--- config.mk ---
export PLATFORM = sky130hd
export DESIGN_NAME = v_pipe_update_exe
export DESIGN_NICKNAME = d
export VERILOG_FILES = /design/src/rtl/cfg_pkg.sv /design/src/rtl/v_pkg.sv /design/src/rtl/v_pipe_update_shf.sv /design/src/rtl/v_pipe_update_exe.sv
export SDC_FILE = /design/constraint.sdc
export NUM_CORES = 1
export LEC_CHECK = 0
export CAP_MARGIN = 10
export CORE_MARGIN = 3
export CORE_UTILIZATION = 40
export CTS_BUF_LIST = sky130_fd_sc_hd__clkbuf_8
export DETAILED_ROUTE_END_ITERATION = 16
export PLACE_DENSITY = 0.65
export SLEW_MARGIN = 20
export SYNTH_ARGS = -nofsm -noshare
export SYNTH_HDL_FRONTEND = slang
export SYNTH_HIERARCHICAL = 1
export SYNTH_SLANG_ARGS = --single-unit
--- constraint.sdc ---
create_clock -name clk -period 5.1 [get_ports clk]
set_clock_uncertainty 0.15 [all_clocks]
set_input_delay 1.02 -clock clk [delete_from_list [all_inputs] [get_ports clk]]
set_output_delay 1.02 -clock clk [all_outputs]
set_load 0.05 [all_outputs]
--- src/rtl/cfg_pkg.sv ---
// Build-time configuration for the order-book update stage.
//   ENTRIES_N    : number of table slots
//   IS_BID_TABLE : 1 = index 0 holds the highest key, 0 = the lowest key
//   POS_BITS     : width of an insert position (0..ENTRIES_N inclusive)
package cfg_pkg;

   localparam int ENTRIES_N    = 4;
   localparam bit IS_BID_TABLE = 1'b1;
   localparam int POS_BITS     = $clog2(ENTRIES_N + 1);

endpackage

--- src/rtl/v_pkg.sv ---
// Shared types for the order-book update stage: key/volume widths,
// command opcodes, response status codes and the shifter operation.
package v_pkg;

   localparam int KEY_BITS    = 16;
   localparam int VOLUME_BITS = 16;

   typedef logic [KEY_BITS-1:0]    key_t;
   typedef logic [VOLUME_BITS-1:0] volume_t;

   typedef enum logic [2:0] {
      OP_NOP = 3'd0,
      OP_CLR = 3'd1,
      OP_ADD = 3'd2,
      OP_DEL = 3'd3,
      OP_REP = 3'd4
   } op_t;

   typedef enum logic [2:0] {
      ST_OK           = 3'd0,
      ST_SAT          = 3'd1,
      ST_EVICT        = 3'd2,
      ST_ERR_FULL     = 3'd3,
      ST_ERR_NOTFOUND = 3'd4
   } status_t;

   // Table edit applied by the shifter in a given cycle.
   typedef enum logic [2:0] {
      SHF_HOLD = 3'd0,
      SHF_CLR  = 3'd1,
      SHF_UPD  = 3'd2,
      SHF_INS  = 3'd3,
      SHF_DEL  = 3'd4
   } shf_op_t;

endpackage

--- src/rtl/v_pipe_update_shf.sv ---
// Combinational next-state of the sorted table.
//   op_i         : edit to apply (hold, clear, update, insert, delete)
//   pos_i        : insert position (entries at pos_i and above move up one)
//   sel_i        : one-hot slot for update / delete (entries above move down)
//   key_i, vol_i : key/volume written by insert, volume written by update
//   vld_i/keys_i/vols_i : current table; vld_o/keys_o/vols_o : next table
module v_pipe_update_shf
   import cfg_pkg::*;
   import v_pkg::*;
(
   input  shf_op_t                       op_i,
   input  logic [POS_BITS-1:0]           pos_i,
   input  logic [ENTRIES_N-1:0]          sel_i,
   input  key_t                          key_i,
   input  volume_t                       vol_i,
   input  logic [ENTRIES_N-1:0]          vld_i,
   input  key_t    [ENTRIES_N-1:0]       keys_i,
   input  volume_t [ENTRIES_N-1:0]       vols_i,
   output logic [ENTRIES_N-1:0]          vld_o,
   output key_t    [ENTRIES_N-1:0]       keys_o,
   output volume_t [ENTRIES_N-1:0]       vols_o
);

   logic at_or_above;

   always_comb begin
      vld_o       = vld_i;
      keys_o      = keys_i;
      vols_o      = vols_i;
      at_or_above = 1'b0;
      case (op_i)
         SHF_CLR: vld_o = '0;
         SHF_UPD: begin
            for (int i = 0; i < ENTRIES_N; i++) begin
               if (sel_i[i]) vols_o[i] = vol_i;
            end
         end
         SHF_INS: begin
            // Whatever sat in the last slot falls off the end.
            if (pos_i == '0) begin
               vld_o[0]  = 1'b1;
               keys_o[0] = key_i;
               vols_o[0] = vol_i;
            end
            for (int i = 1; i < ENTRIES_N; i++) begin
               if (POS_BITS'(i) == pos_i) begin
                  vld_o[i]  = 1'b1;
                  keys_o[i] = key_i;
                  vols_o[i] = vol_i;
               end else if (POS_BITS'(i) > pos_i) begin
                  vld_o[i]  = vld_i[i-1];
                  keys_o[i] = keys_i[i-1];
                  vols_o[i] = vols_i[i-1];
               end
            end
         end
         SHF_DEL: begin
            for (int i = 0; i < ENTRIES_N - 1; i++) begin
               at_or_above = at_or_above | sel_i[i];
               if (at_or_above) begin
                  vld_o[i]  = vld_i[i+1];
                  keys_o[i] = keys_i[i+1];
                  vols_o[i] = vols_i[i+1];
               end
            end
            // Top slot keeps its stale key/volume, only the valid bit drops.
            vld_o[ENTRIES_N-1] = 1'b0;
         end
         default: ;
      endcase
   end

endmodule

--- src/rtl/v_pipe_update_exe.sv ---
// Execute stage of the order-book pipeline: applies one command per cycle
// to the registered sorted table, using match/rank flags produced by the
// compare stage against the same registered state.
//   clk, rst (sync, active-high)
//   i_pipe_*            : command (valid, op, key, volume)
//   i_match_*, i_mask_cmp : compare-stage hit/full flags, one-hot match, rank mask
//   o_stcur_*           : registered table (valid, keys, volumes)
//   o_rsp_*             : registered response (valid, status, echoed key)
//   o_evict_*           : entry pushed out of a full table
// Macro V_PIPE_UPDATE_EVICT_EN: a miss on a full table inserts and evicts the
// last entry instead of failing; it also adds the o_evict_* ports.
module v_pipe_update_exe
   import cfg_pkg::*;
   import v_pkg::*;
(
   input  logic                          clk,
   input  logic                          rst,
   input  logic                          i_pipe_vld,
   input  op_t                           i_pipe_op,
   input  key_t                          i_pipe_key_r,
   input  volume_t                       i_pipe_volume,
   input  logic                          i_match_hit,
   input  logic                          i_match_full,
   input  logic [ENTRIES_N-1:0]          i_match_sel,
   input  logic [ENTRIES_N-1:0]          i_mask_cmp,
   output logic [ENTRIES_N-1:0]          o_stcur_vld_r,
   output key_t    [ENTRIES_N-1:0]       o_stcur_keys_r,
   output volume_t [ENTRIES_N-1:0]       o_stcur_volumes_r,
`ifdef V_PIPE_UPDATE_EVICT_EN
   output logic                          o_evict_vld_r,
   output key_t                          o_evict_key_r,
   output volume_t                       o_evict_volume_r,
`endif
   output logic                          o_rsp_vld_r,
   output status_t                       o_rsp_status_r,
   output key_t                          o_rsp_key_r
);

   logic [ENTRIES_N-1:0]    vld_q, vld_d;
   key_t    [ENTRIES_N-1:0] keys_q, keys_d;
   volume_t [ENTRIES_N-1:0] vols_q, vols_d;
   logic                    rsp_vld_q, rsp_vld_d;
   status_t                 rsp_status_q, rsp_status_d;
   key_t                    rsp_key_q;

   shf_op_t                 shf_op, miss_op;
   status_t                 miss_status;
   volume_t                 upd_vol, cur_vol;
   logic [POS_BITS-1:0]     ins_pos;
   logic [VOLUME_BITS:0]    sum;

   // The rank mask is unary, so its popcount is the insert position.
   always_comb begin
      ins_pos = '0;
      cur_vol = '0;
      for (int i = 0; i < ENTRIES_N; i++) begin
         ins_pos = ins_pos + POS_BITS'(i_mask_cmp[i]);
         if (i_match_sel[i]) cur_vol = cur_vol | vols_q[i];
      end
   end

   assign sum = {1'b0, cur_vol} + {1'b0, i_pipe_volume};

   // Shared by ADD miss and REP miss.
   always_comb begin
      miss_op     = SHF_HOLD;
      miss_status = ST_ERR_FULL;
      if (!i_match_full) begin
         miss_op     = SHF_INS;
         miss_status = ST_OK;
      end
`ifdef V_PIPE_UPDATE_EVICT_EN
      else if (ins_pos < POS_BITS'(ENTRIES_N)) begin
         miss_op     = SHF_INS;
         miss_status = ST_EVICT;
      end
`endif
   end

   always_comb begin
      shf_op       = SHF_HOLD;
      upd_vol      = i_pipe_volume;
      rsp_vld_d    = 1'b0;
      rsp_status_d = ST_OK;
      if (i_pipe_vld) begin
         case (i_pipe_op)
            OP_CLR: begin
               shf_op    = SHF_CLR;
               rsp_vld_d = 1'b1;
            end
            OP_ADD: begin
               rsp_vld_d = 1'b1;
               if (i_match_hit) begin
                  shf_op = SHF_UPD;
                  if (sum[VOLUME_BITS]) begin
                     upd_vol      = '1;
                     rsp_status_d = ST_SAT;
                  end else begin
                     upd_vol = sum[VOLUME_BITS-1:0];
                  end
               end else begin
                  shf_op       = miss_op;
                  rsp_status_d = miss_status;
               end
            end
            OP_DEL: begin
               rsp_vld_d = 1'b1;
               if (i_match_hit) begin
                  if (cur_vol <= i_pipe_volume) begin
                     shf_op = SHF_DEL;
                  end else begin
                     shf_op  = SHF_UPD;
                     upd_vol = cur_vol - i_pipe_volume;
                  end
               end else begin
                  rsp_status_d = ST_ERR_NOTFOUND;
               end
            end
            OP_REP: begin
               rsp_vld_d = 1'b1;
               if (i_match_hit) begin
                  shf_op = (i_pipe_volume == '0) ? SHF_DEL : SHF_UPD;
               end else begin
                  shf_op       = miss_op;
                  rsp_status_d = miss_status;
               end
            end
            default: ;
         endcase
      end
   end

   v_pipe_update_shf u_shf (
      .op_i   (shf_op),
      .pos_i  (ins_pos),
      .sel_i  (i_match_sel),
      .key_i  (i_pipe_key_r),
      .vol_i  (upd_vol),
      .vld_i  (vld_q),
      .keys_i (keys_q),
      .vols_i (vols_q),
      .vld_o  (vld_d),
      .keys_o (keys_d),
      .vols_o (vols_d)
   );

`ifdef V_PIPE_UPDATE_EVICT_EN
   logic    evict_d;
   logic    evict_vld_q;
   key_t    evict_key_q;
   volume_t evict_vol_q;

   // Inserting into a full table always pushes out the last slot.
   assign evict_d = (shf_op == SHF_INS) && i_match_full;

   always_ff @(posedge clk) begin
      if (rst) begin
         evict_vld_q <= 1'b0;
      end else begin
         evict_vld_q <= evict_d;
         if (evict_d) begin
            evict_key_q <= keys_q[ENTRIES_N-1];
            evict_vol_q <= vols_q[ENTRIES_N-1];
         end
      end
   end

   assign o_evict_vld_r    = evict_vld_q;
   assign o_evict_key_r    = evict_key_q;
   assign o_evict_volume_r = evict_vol_q;
`endif

   always_ff @(posedge clk) begin
      if (rst) begin
         vld_q     <= '0;
         rsp_vld_q <= 1'b0;
      end else begin
         vld_q     <= vld_d;
         keys_q    <= keys_d;
         vols_q    <= vols_d;
         rsp_vld_q <= rsp_vld_d;
         if (rsp_vld_d) begin
            rsp_status_q <= rsp_status_d;
            rsp_key_q    <= i_pipe_key_r;
         end
      end
   end

   assign o_stcur_vld_r     = vld_q;
   assign o_stcur_keys_r    = keys_q;
   assign o_stcur_volumes_r = vols_q;
   assign o_rsp_vld_r       = rsp_vld_q;
   assign o_rsp_status_r    = rsp_status_q;
   assign o_rsp_key_r       = rsp_key_q;

endmodule

# [Word-level counts from Yosys, hierarchy flattened]
# Index checks and enable logic that the tools add are counted.
[word_totals] inputBits=48 wordCells=137 out_inout_bits=152 regBits=152
[op_classes] n_lt_le_gt_ge=4 n_bitwise=6 n_reduce_logical=21 n_mux=64 addsub=5 eq_ne=22
[ops] op="$mux W16" count=33
[ops] op="$pmux W48 S3" count=1
[ops] op="$pmux W48 S2" count=1
[ops] op="$pmux W16 S2" count=2
[ops] op="$or A16 B16 Y16" count=3
[ops] op="$mux W3" count=9
[ops] op="$add A16 B16 Y17" count=1
[ops] op="$le A16 B16 Y1" count=1
[ops] op="$logic_not A16 Y1" count=1
[ops] op="$reduce_and A4 Y1" count=4
[ops] op="$sub A16 B16 Y16" count=1
[ops] op="$reduce_and A5 Y1" count=3
[ops] op="$mux W1" count=13
[ops] op="$eq A3 B2 Y1 const B" count=4
[ops] op="$pmux W3 S4" count=1
[ops] op="$pmux W4 S3" count=1
[ops] op="$reduce_and A3 Y1" count=4
[ops] op="$ne A2 B2 Y1 const B" count=5
[ops] op="$ne A3 B1 Y1 const B" count=3
[ops] op="$pmux W3 S3" count=1
[ops] op="$eq A2 B3 Y1 const A" count=2
[ops] op="$eq A3 B1 Y1 const B" count=2
[ops] op="$eq A3 B3 Y1 const B" count=2
[ops] op="$gt A2 B3 Y1 const A" count=2
[ops] op="other kinds (14)" count=22

# [Longest topological paths before layout]
# Gate-level depths: netlist of the first run.
[depth] ltp_word=15 mapped_depth=23 ltp_nobuf=18

# [Hierarchy]
# Netlist of the first run, hierarchy kept.
[by_module_without_submodules] module="v_pipe_update_exe" area_each_um2=7165.6 seq_area_each_um2=4514.3 n_inst=1 cells_per_inst=550
[by_module_without_submodules] module="v_pipe_update_shf" area_each_um2=4843.4 seq_area_each_um2=0.0 n_inst=1 cells_per_inst=751

# [Worst setup path before layout of the first run]
# Ideal clock, no wire load.
[synth_timing] path_kind="input-to-reg" startpoint="input i_match_sel[2]" endpoint="register keys_q (netlist bit o_stcur_keys_r[34]), data pin" setup_ns=0.261 path_stages=20 t_arrival_ns=4.602 n_path_buf=6 required_ns=4.689 path_slack_ns=0.087 path_cell_list="clkbuf_1 clkbuf_1 a22oi_1 nand2_1 ha_1 buf_4 and4b_1 a21boi_0 o21a_1 o311a_2 nand3_1 o31ai_1 and2_1 buf_6 or3b_4 buf_6 nor2_4 nor2_2 buf_6 a221o_1"
[synth_lines] element="from (decl)" line="v_pipe_update_exe.sv:24" rtl="input logic [ENTRIES_N-1:0] i_match_sel,"
[synth_lines] element="to (signal assigned)" line="v_pipe_update_exe.sv:179" rtl="keys_q <= keys_d;"
[synth_lines] element="to (decl)" line="v_pipe_update_exe.sv:40" rtl="key_t [ENTRIES_N-1:0] keys_q, keys_d;"

==> impl_metrics.ini, run 1 <==
[run]
maxCapViolCount = 0

[global_route]
grt_pass1_vias = 11700
antenna_found_initial = 0
grt_pass1_wl_um = 68800
grt_max_degree = 71
overflow = 0
grt_usage_pct = 27.4

[floorplan]
die_width_um = 179
fp.dieH_um = 179
die-area_um2 = 32100
coreArea_um2 = 29200
start_util_pct = 41.2
rows = 62
pin_count = 200

[finish]
final_nets = 1704
stdcell_count = 2016
diodes = 0
areaGrowthSynthToFinish_pct = 35.2
drive_gt1_share_pct = 21.4

[logic_synthesis]
netlist_area_um2 = 12000
syn_avg_cell_area_um2 = 9.23
yosys_register_bits = 152
synth_top_area_share_pct = 36.8
ys_top_cells_by_area = edfxtp_1, mux2_2, nand2_1
ys_warn_count = 6
syn_nets = 1386
syn_inst = 1301
synth_ff_type = edfxtp_1
synth.largest_area_cell = edfxtp_1
ys_seq_area_share_pct = 37.6
synth-async-reset-ratio_pct = 0
synth_edf_count = 147
synth_cell_type_count = 74

[setup_path]
rrSetupSlack_ns = 0.62
slowest_stage = o21ai_1
crit_buf_inv = 4
cp-startpoint = i_match_sel[0]
crit_fanout = 16
slowest_delay_ns = 0.56
path_class = in2reg
reg2regPathDepth = 17
path_common_cell = inv_1
arrival_ns = 5.06
crit_family = compound AO/OA/AOI/OAI gates
cp-start-kind = input pin
path_cells = clkdlybuf4s50_1 > a22oi_1 > nand2_1 > inv_1 > ha_1 > inv_1 > fa_1 > nand2b_1 > a221oi_2 > o21a_1 > o311a_2 > o21ai_4 > buf_4 > a21oi_1 > o21ai_1 > mux2_2 > o22ai_1 > a211oi_1
cp-end-kind = flop
crit_required_ns = 5.22
reg2reg_to = o_stcur_volumes_r[21]
r2r_start = o_stcur_volumes_r[32]

[cts]
htreeDepth = 4
clk_latency_ns = 0.48
root_buffer = clkbuf_8
cts_tree = built
cts_max_path_buffers = 2
hold_buffers = 0
clkSlewWorstSetupHoldPaths_ns = 0.10
clock-sinks = 152
cts_made_buffers = 17

[timing]
slew_headroom_pct = 34.8
setup_viol = 0
postLayoutSetupSlackWorst_ns = 0.163
worst_slew_pin_slew_ns = 0.979
fmax_mhz = 203
period_minus_slack_ns = 4.94
final_hold_viol_count = 0
min_period_over_period_pct = 96.8
fin_hold_ws_ns = 0.443
slew_violations = 0

[detailed_routing]
vias = 12500
wl_um = 45800
drt-initial-drc-count = 1523
drc = 0
ant_nets = 0
first_pass_iters = 9
via_per_inst = 6.20
wl_per_cell_um = 22.7

[worst_hold_path]
whs_path_depth = 2
hold_class = reg2reg
min-delay-start = o_stcur_keys_r[2]
min_to = o_stcur_keys_r[2]

[placement]
port_buffers = 199
dp.cells = 1982
place_congestion = 0.958
hpwlAfterDp_um = 33200
place_ws_ns = -0.390

[power]
power_density_nw_per_um2 = 279
leakagePower_nw = 6.45
power_mw = 4.54
peakVddDrop_v = 0.000148

[outcome]
outcome = complete, no violations
## cells in the mapped netlist, drive strengths merged, types with 5 or more instances
library cell / number
a221oi: 17
ha: 34
inv: 53
nor2b: 22
o21bai: 6
and3: 5
nor3: 12
a21oi: 114
o22ai: 42
nand2b: 8
xor2: 11
o22a: 16
buf: 55
a222oi: 16
mux2i: 49
nand3: 8
edfxtp: 147
nor3b: 6
nor2: 111
dfxtp: 5
a211oi: 18
xnor2: 14
mux2: 65
a31oi: 20
a22oi: 60
a221o: 35
or3: 5
a211o: 17
nand2: 154
a311oi: 15
clkbuf: 54
o21ai: 51
## logic make-up (layout without fill, tap and decap cells)
group                    after synthesis  after routing  share of synthesized area, %
AO/OA/AOI/OAI                        459            459                          27.0
flip-flops                           152            152                          37.6
XOR/XNOR                              25             25                          1.82
AND/OR/NAND/NOR                      351            351                          13.2
buffers and inverters                163            494                          6.12
adder cells (fa/ha/maj)               37             37                          4.04
multiplexers                         114            114                          10.2
## registers in the layout, indices dropped and copies added, names as in the netlist
| signal | flops |
|---|---|
| o_stcur_keys_r | 64 |
| o_stcur_volumes_r | 64 |
| o_rsp_key_r | 16 |
| o_stcur_vld_r | 4 |
| o_rsp_status_r | 3 |
| o_rsp_vld_r | 1 |
## stage by stage
stage          instance area (um^2)  utilization, %  TNS, ns
4_1_cts                       16200            55.4        0
5_1_grt                       16200            55.7  -0.0147
3_5_place_dp                  15700            53.9   -26.85
3_3_place_gp                  15700            53.9   -20.07
6_report                      16200            55.7        0
2_1_floorplan                 12000               -        0
## final cells by class
cell class / instances / area (um^2)
tap: 384 / 480
inverter: 54 / 205
fill: 2650 / 12900
clock inverter: 15 / 200
timing repair buffer: 408 / 3760
clock buffer: 17 / 234
multi-input combinational: 986 / 6850
sequential: 152 / 4510
## layer usage
layer	up-vias	share of wire, %	track usage (%)	routed length (um)
met1	6027	42	38.5	19200
li1	5617	-	-	-
met3	91	9.1	3.58	4160
met4	0	2.5	8.80	1160
met5	-	0	0	0
met2	770	46	43.9	21300
## where the power goes
part           switching [mW]  internal (mW)
Combinational            1.10          0.796
Clock                   0.590          0.425
Sequential              0.139           1.49
Total                    1.83           2.71
## timing repair
item | 4_1_cts | 5_1_grt
buffers inserted | 0 | 2
setup endpoints to repair | 0 | 59
endpoints found under the hold margin | 0 | 0
gates resized for setup | 0 | 15
## layout by cell type (no fill, tap or decap), types with 17 or more instances in the layout
master / instances
mux2_2: 65
ha_1: 30
mux2i_1: 49
nor2b_1: 18
a21oi_1: 112
edfxtp_1: 147
a22oi_1: 59
o21ai_0: 37
nand2_1: 151
clkdlybuf4s50_1: 196
a31oi_1: 20
buf_4: 194
nor2_1: 104
o22ai_1: 42
a211o_1: 17
a221o_1: 35
inv_1: 52
clkbuf_8: 17
## how the worst max path moves through the flow
stage | to | cells past startpoint
floorplan | o_stcur_keys_r[34] | 20
global placement | o_stcur_volumes_r[63] | 17
detailed placement | o_stcur_volumes_r[63] | 17
CTS | o_stcur_volumes_r[63] | 17
global route | o_stcur_volumes_r[9] | 20
finish | o_stcur_volumes_r[21] | 18
## tightest hold or removal path, cell delays in order, from the launching register on
cell and delay, ns:
edfxtp_1 0.38, nand2_1 0.06, nand2_1 0.06
Power figures use the tool's default switching activity.
==> run 2: changes to the inputs <==
--- a/config.mk
+++ b/config.mk
@@ -5,8 +5,7 @@
 export SDC_FILE = /design/constraint.sdc
 export NUM_CORES = 1
 export LEC_CHECK = 0
-export CAP_MARGIN = 10
-export CORE_MARGIN = 3
+export CAP_MARGIN = 20
 export CORE_UTILIZATION = 40
 export CTS_BUF_LIST = sky130_fd_sc_hd__clkbuf_8
 export DETAILED_ROUTE_END_ITERATION = 16
==> run 2 against run 1 <==
Power shrank 0.76%. Sequential cell count is the same. Sequential power is essentially flat. Non-clock buffer count shrank 12. Routed wire length shrank 2.3%. Sequential share of layout area is essentially flat. Global-route usage grew 1.2 points. Cell count shrank 0.30%. First-iteration DRC count shrank 5.5%. Utilization shrank 0.70 points.
==> impl_metrics.ini, run 2 (synthesized netlist as in run 1, its figures left out) <==
[global_route]
grt_usage_pct = 28.6
overflow = 0
grt_max_degree = 130
grt_util_met2_pct = 48.9
antenna_found_initial = 0
met3_usage_pct = 4.13
grt_pass1_wl_um = 68400
grt_use_met1_pct = 35.8
grt_pass1_vias = 12100
grt.busiest_layer = met2

[finish]
final_cell_area_um2 = 16300
most-common-layout-cells = clkdlybuf4s50_1, buf_4, nand2_1, edfxtp_1, a21oi_1
drive_gt1_share_pct = 21.4
areaGrowthSynthToFinish_pct = 35.3
final_common_cell = clkdlybuf4s50_1
final_nets = 1692
diodes = 0

[cts]
hold_buffers = 0
root_buffer = clkbuf_8
clkSlewWorstSetupHoldPaths_ns = 0.11
cts_tree = built
cts_max_path_buffers = 2
cts_made_buffers = 17
clock-sinks = 152
clk_latency_ns = 0.46
htreeDepth = 4

[timing]
setup_viol = 0
min_period_over_period_pct = 97.2
slew_violations = 0
finalSetupTns_ns = 0
fmax_mhz = 202
period_minus_slack_ns = 4.96
postLayoutSetupSlackWorst_ns = 0.142
worst_slew_pin_slew_ns = 0.885
final_hold_viol_count = 0
slew_headroom_pct = 41.0

[power]
power_density_nw_per_um2 = 277
peakVddDrop_v = 0.000171
leakagePower_nw = 6.39
power_mw = 4.50

[run]
maxCapViolCount = 0

[setup_path]
reg2reg_to = o_stcur_volumes_r[46]
path_class = in2reg
r2r_start = o_stcur_volumes_r[32]
reg2regPathDepth = 18
crit_required_ns = 5.17
arrival_ns = 5.03
crit_fanout = 18
cp-end-kind = flop
rrSetupSlack_ns = 0.64
cp-start-kind = input pin

[placement]
port_buffers = 199
place_congestion = 0.964
place_ws_ns = -0.727
hpwlAfterDp_um = 32200
dpl_cell_area_um2 = 15700

[floorplan]
rows = 63
fp.dieH_um = 175
pin_count = 200
start_util_pct = 40.6
die-area_um2 = 30700
die_width_um = 175
coreArea_um2 = 29600

[worst_hold_path]
whs_path_depth = 2
hold_class = reg2reg
min-delay-start = o_stcur_keys_r[13]
min_to = o_stcur_keys_r[13]

[detailed_routing]
drt-initial-drc-count = 1439
vias = 12400
wl_per_cell_um = 22.3
drc = 0
wl_um = 44800
via_per_inst = 6.17
ant_nets = 0
first_pass_iters = 7

[outcome]
outcome = complete, no violations
[run 2: cell type report]
cell class                      instances  area [um^2]
Inverter                               54          205
Sequential cell                       152         4510
Clock buffer                           17          234
Multi-Input combinational cell        986         6900
Fill cell                            2609        13300
Clock inverter                         15          181
Tap cell                              390          488
Timing Repair Buffer                  396         3730
[run 2: per-stage QoR]
stage | util, % | hold WS (ns) | instances
5_1_grt | 55.0 | 0.476 | 2010
4_1_cts | 54.5 | 0.448 | 2005
3_5_place_dp | 53.0 | 0.422 | 1972
2_1_floorplan | - | 0.656 | 1301
3_3_place_gp | 53.0 | 0.415 | 1972
6_report | 55.0 | 0.448 | 2010
[run 2: worst max-delay path by stage]
stage	endpoint	from	slack, ns
after global routing	o_stcur_keys_r[41]	i_match_sel[0]	-0.006
final	o_stcur_volumes_r[46]	i_match_sel[0]	0.14
after floorplan	o_stcur_keys_r[34]	i_match_sel[2]	0.09
after detailed placement	o_stcur_volumes_r[63]	i_match_sel[2]	-0.73
after global placement	o_stcur_volumes_r[63]	i_match_sel[2]	-0.74
after CTS	o_stcur_keys_r[22]	i_match_sel[2]	0.03
[run 2: routing by layer]
layer	wire, um	vias to the layer above	share of wire (%)
met5	0	-	0
met4	1820	0	4.1
met3	3480	134	7.8
met2	21600	716	48
met1	17900	5957	40
li1	-	5590	-
[run 2: repair_timing]
action	4_1_cts	5_1_grt
setup endpoints to repair	7	80
buffers inserted	1	5
gates resized for setup	1	28
pin swaps	1	7
[run 2: power by group]
part           internal, mW  switching [mW]
logic                 0.798            1.09
registers              1.49           0.140
clock network         0.416           0.570
[run 2: worst max-delay path, cell delays in order]
cell	delay [ns]
clkdlybuf4s50_1	0.52
buf_4	0.27
a22oi_1	0.14
nand2_2	0.15
inv_1	0.08
fa_1	0.42
o21bai_1	0.26
a211oi_2	0.15
o2111ai_2	0.23
a211oi_2	0.12
buf_4	0.15
xor2_1	0.13
o221a_1	0.25
a221o_2	0.38
mux2_2	0.28
a21oi_1	0.18
a21oi_1	0.07
o22a_1	0.21
==> run 3: changes to the inputs <==
--- a/config.mk
+++ b/config.mk
@@ -10,7 +10,7 @@
 export CTS_BUF_LIST = sky130_fd_sc_hd__clkbuf_8
 export DETAILED_ROUTE_END_ITERATION = 16
 export PLACE_DENSITY = 0.65
-export SLEW_MARGIN = 20
+export SLEW_MARGIN = 0
 export SYNTH_ARGS = -nofsm -noshare
 export SYNTH_HDL_FRONTEND = slang
 export SYNTH_HIERARCHICAL = 1
==> run 3 against run 2 <==
Register-to-register slack about the same. Cell count about the same. Sequential cell count unchanged. Power about the same. Die area unchanged. Utilization increased by 0.11 points. Combinational power about the same. Via count increased by 0.56%. Fmax decreased by 0.15%. Hold slack got worse by 0.0015 ns. Count of clock-buffer cells in the layout unchanged. Largest cell class unchanged. Largest power group unchanged.
==> impl_metrics.ini, run 3 (synthesized netlist as in run 1, its figures left out) <==
[timing]
slew_headroom_pct = 40.2
min_period_over_period_pct = 97.4
fmax_mhz = 201
worst_slew_pin_slew_ns = 0.896
finalSetupTns_ns = 0
setup_viol = 0
final_hold_viol_count = 0
postLayoutSetupSlackWorst_ns = 0.135
fin_hold_ws_ns = 0.446
slew_violations = 0
period_minus_slack_ns = 4.97

[setup_path]
arrival_ns = 5.03
rrSetupSlack_ns = 0.63
cp-end-kind = flop
reg2regPathDepth = 18
cp-start-kind = input pin
path_class = in2reg
crit_required_ns = 5.17
crit_fanout = 18

[power]
leakagePower_nw = 6.41
power_mw = 4.51
peakVddDrop_v = 0.000171
power_density_nw_per_um2 = 277

[cts]
cts_made_buffers = 17
clock-sinks = 152
cts_max_path_buffers = 2
htreeDepth = 4
cts_tree = built
root_buffer = clkbuf_8
clk_latency_ns = 0.46
hold_buffers = 0
clkSlewWorstSetupHoldPaths_ns = 0.10

[floorplan]
die_width_um = 175
rows = 63
start_util_pct = 40.6
fp.dieH_um = 175
die-area_um2 = 30700
coreArea_um2 = 29600
pin_count = 200

[detailed_routing]
drt-initial-drc-count = 1373
wl_per_cell_um = 22.3
ant_nets = 0
drc = 0
first_pass_iters = 8
vias = 12500
via_per_inst = 6.20
wl_um = 44900

[finish]
drive_gt1_share_pct = 21.3
most-common-layout-cells = clkdlybuf4s50_1, buf_4, nand2_1, edfxtp_1, a21oi_1
stdcell_count = 2012
utilization_pct = 55.1
areaGrowthSynthToFinish_pct = 35.6
final_common_cell = clkdlybuf4s50_1
diodes = 0
final_cell_area_um2 = 16300
final_nets = 1694

[placement]
dpl_cell_area_um2 = 15700
place_ws_ns = -0.727
dp.cells = 1972
place_congestion = 0.964
hpwlAfterDp_um = 32200
port_buffers = 199

[worst_hold_path]
whs_path_depth = 2
hold_class = reg2reg

[outcome]
outcome = complete, no violations

[global_route]
grt_usage_pct = 28.6
grt_pass1_wl_um = 68400
antenna_found_initial = 0
grt_pass1_vias = 12100
grt_max_degree = 130
overflow = 0

[run]
maxCapViolCount = 0
-- run 3: final timing paths --
| check | startpoint | to |
|---|---|---|
| setup / recovery | i_match_sel[0] | o_stcur_volumes_r[46] |
| hold / removal | o_stcur_keys_r[6] | o_stcur_keys_r[6] |
| setup reg to reg | o_stcur_volumes_r[32] | o_stcur_volumes_r[46] |
| hold reg to reg | o_stcur_keys_r[6] | o_stcur_keys_r[6] |
-- run 3: cell type report --
type,instances,area [um^2]
fill,2605,13300
multi-input combinational,986,6890
sequential,152,4510
timing repair buffer,398,3770
tap,390,488
clock buffer,17,234
inverter,54,205
clock inverter,15,181
-- run 3: power breakdown --
group          internal, mW  switching, mW  total (mW)
Sequential             1.49          0.141        1.63
Combinational         0.800           1.09        1.89
Clock                 0.416          0.568       0.984
-- run 3: worst max-delay path, stage by stage --
cell and delay (ns):
clkdlybuf4s50_1 0.52, buf_4 0.27, a22oi_1 0.14, nand2_2 0.15, inv_1 0.08, fa_1 0.42
o21bai_1 0.26, a211oi_2 0.15, o2111ai_2 0.23, a211oi_2 0.12, buf_4 0.15, xor2_1 0.13
o221a_1 0.25, a221o_2 0.38, mux2_2 0.29, a21oi_1 0.19, a21oi_1 0.07, o22a_1 0.21
-- run 3: metal layers --
metal | vias to the layer above | routed length [um] | GRT usage [%]
met5 | - | 0 | 0
met4 | 0 | 1760 | 12.9
met3 | 125 | 3670 | 4.13
met2 | 785 | 21600 | 48.9
met1 | 5956 | 17900 | 35.8
li1 | 5601 | - | -
-- run 3: repair_timing --
action,in CTS,in global routing
buffers inserted,1,5
gates cloned,0,0
pin swaps,1,7
resized for setup,1,28
setup endpoints to repair,7,81
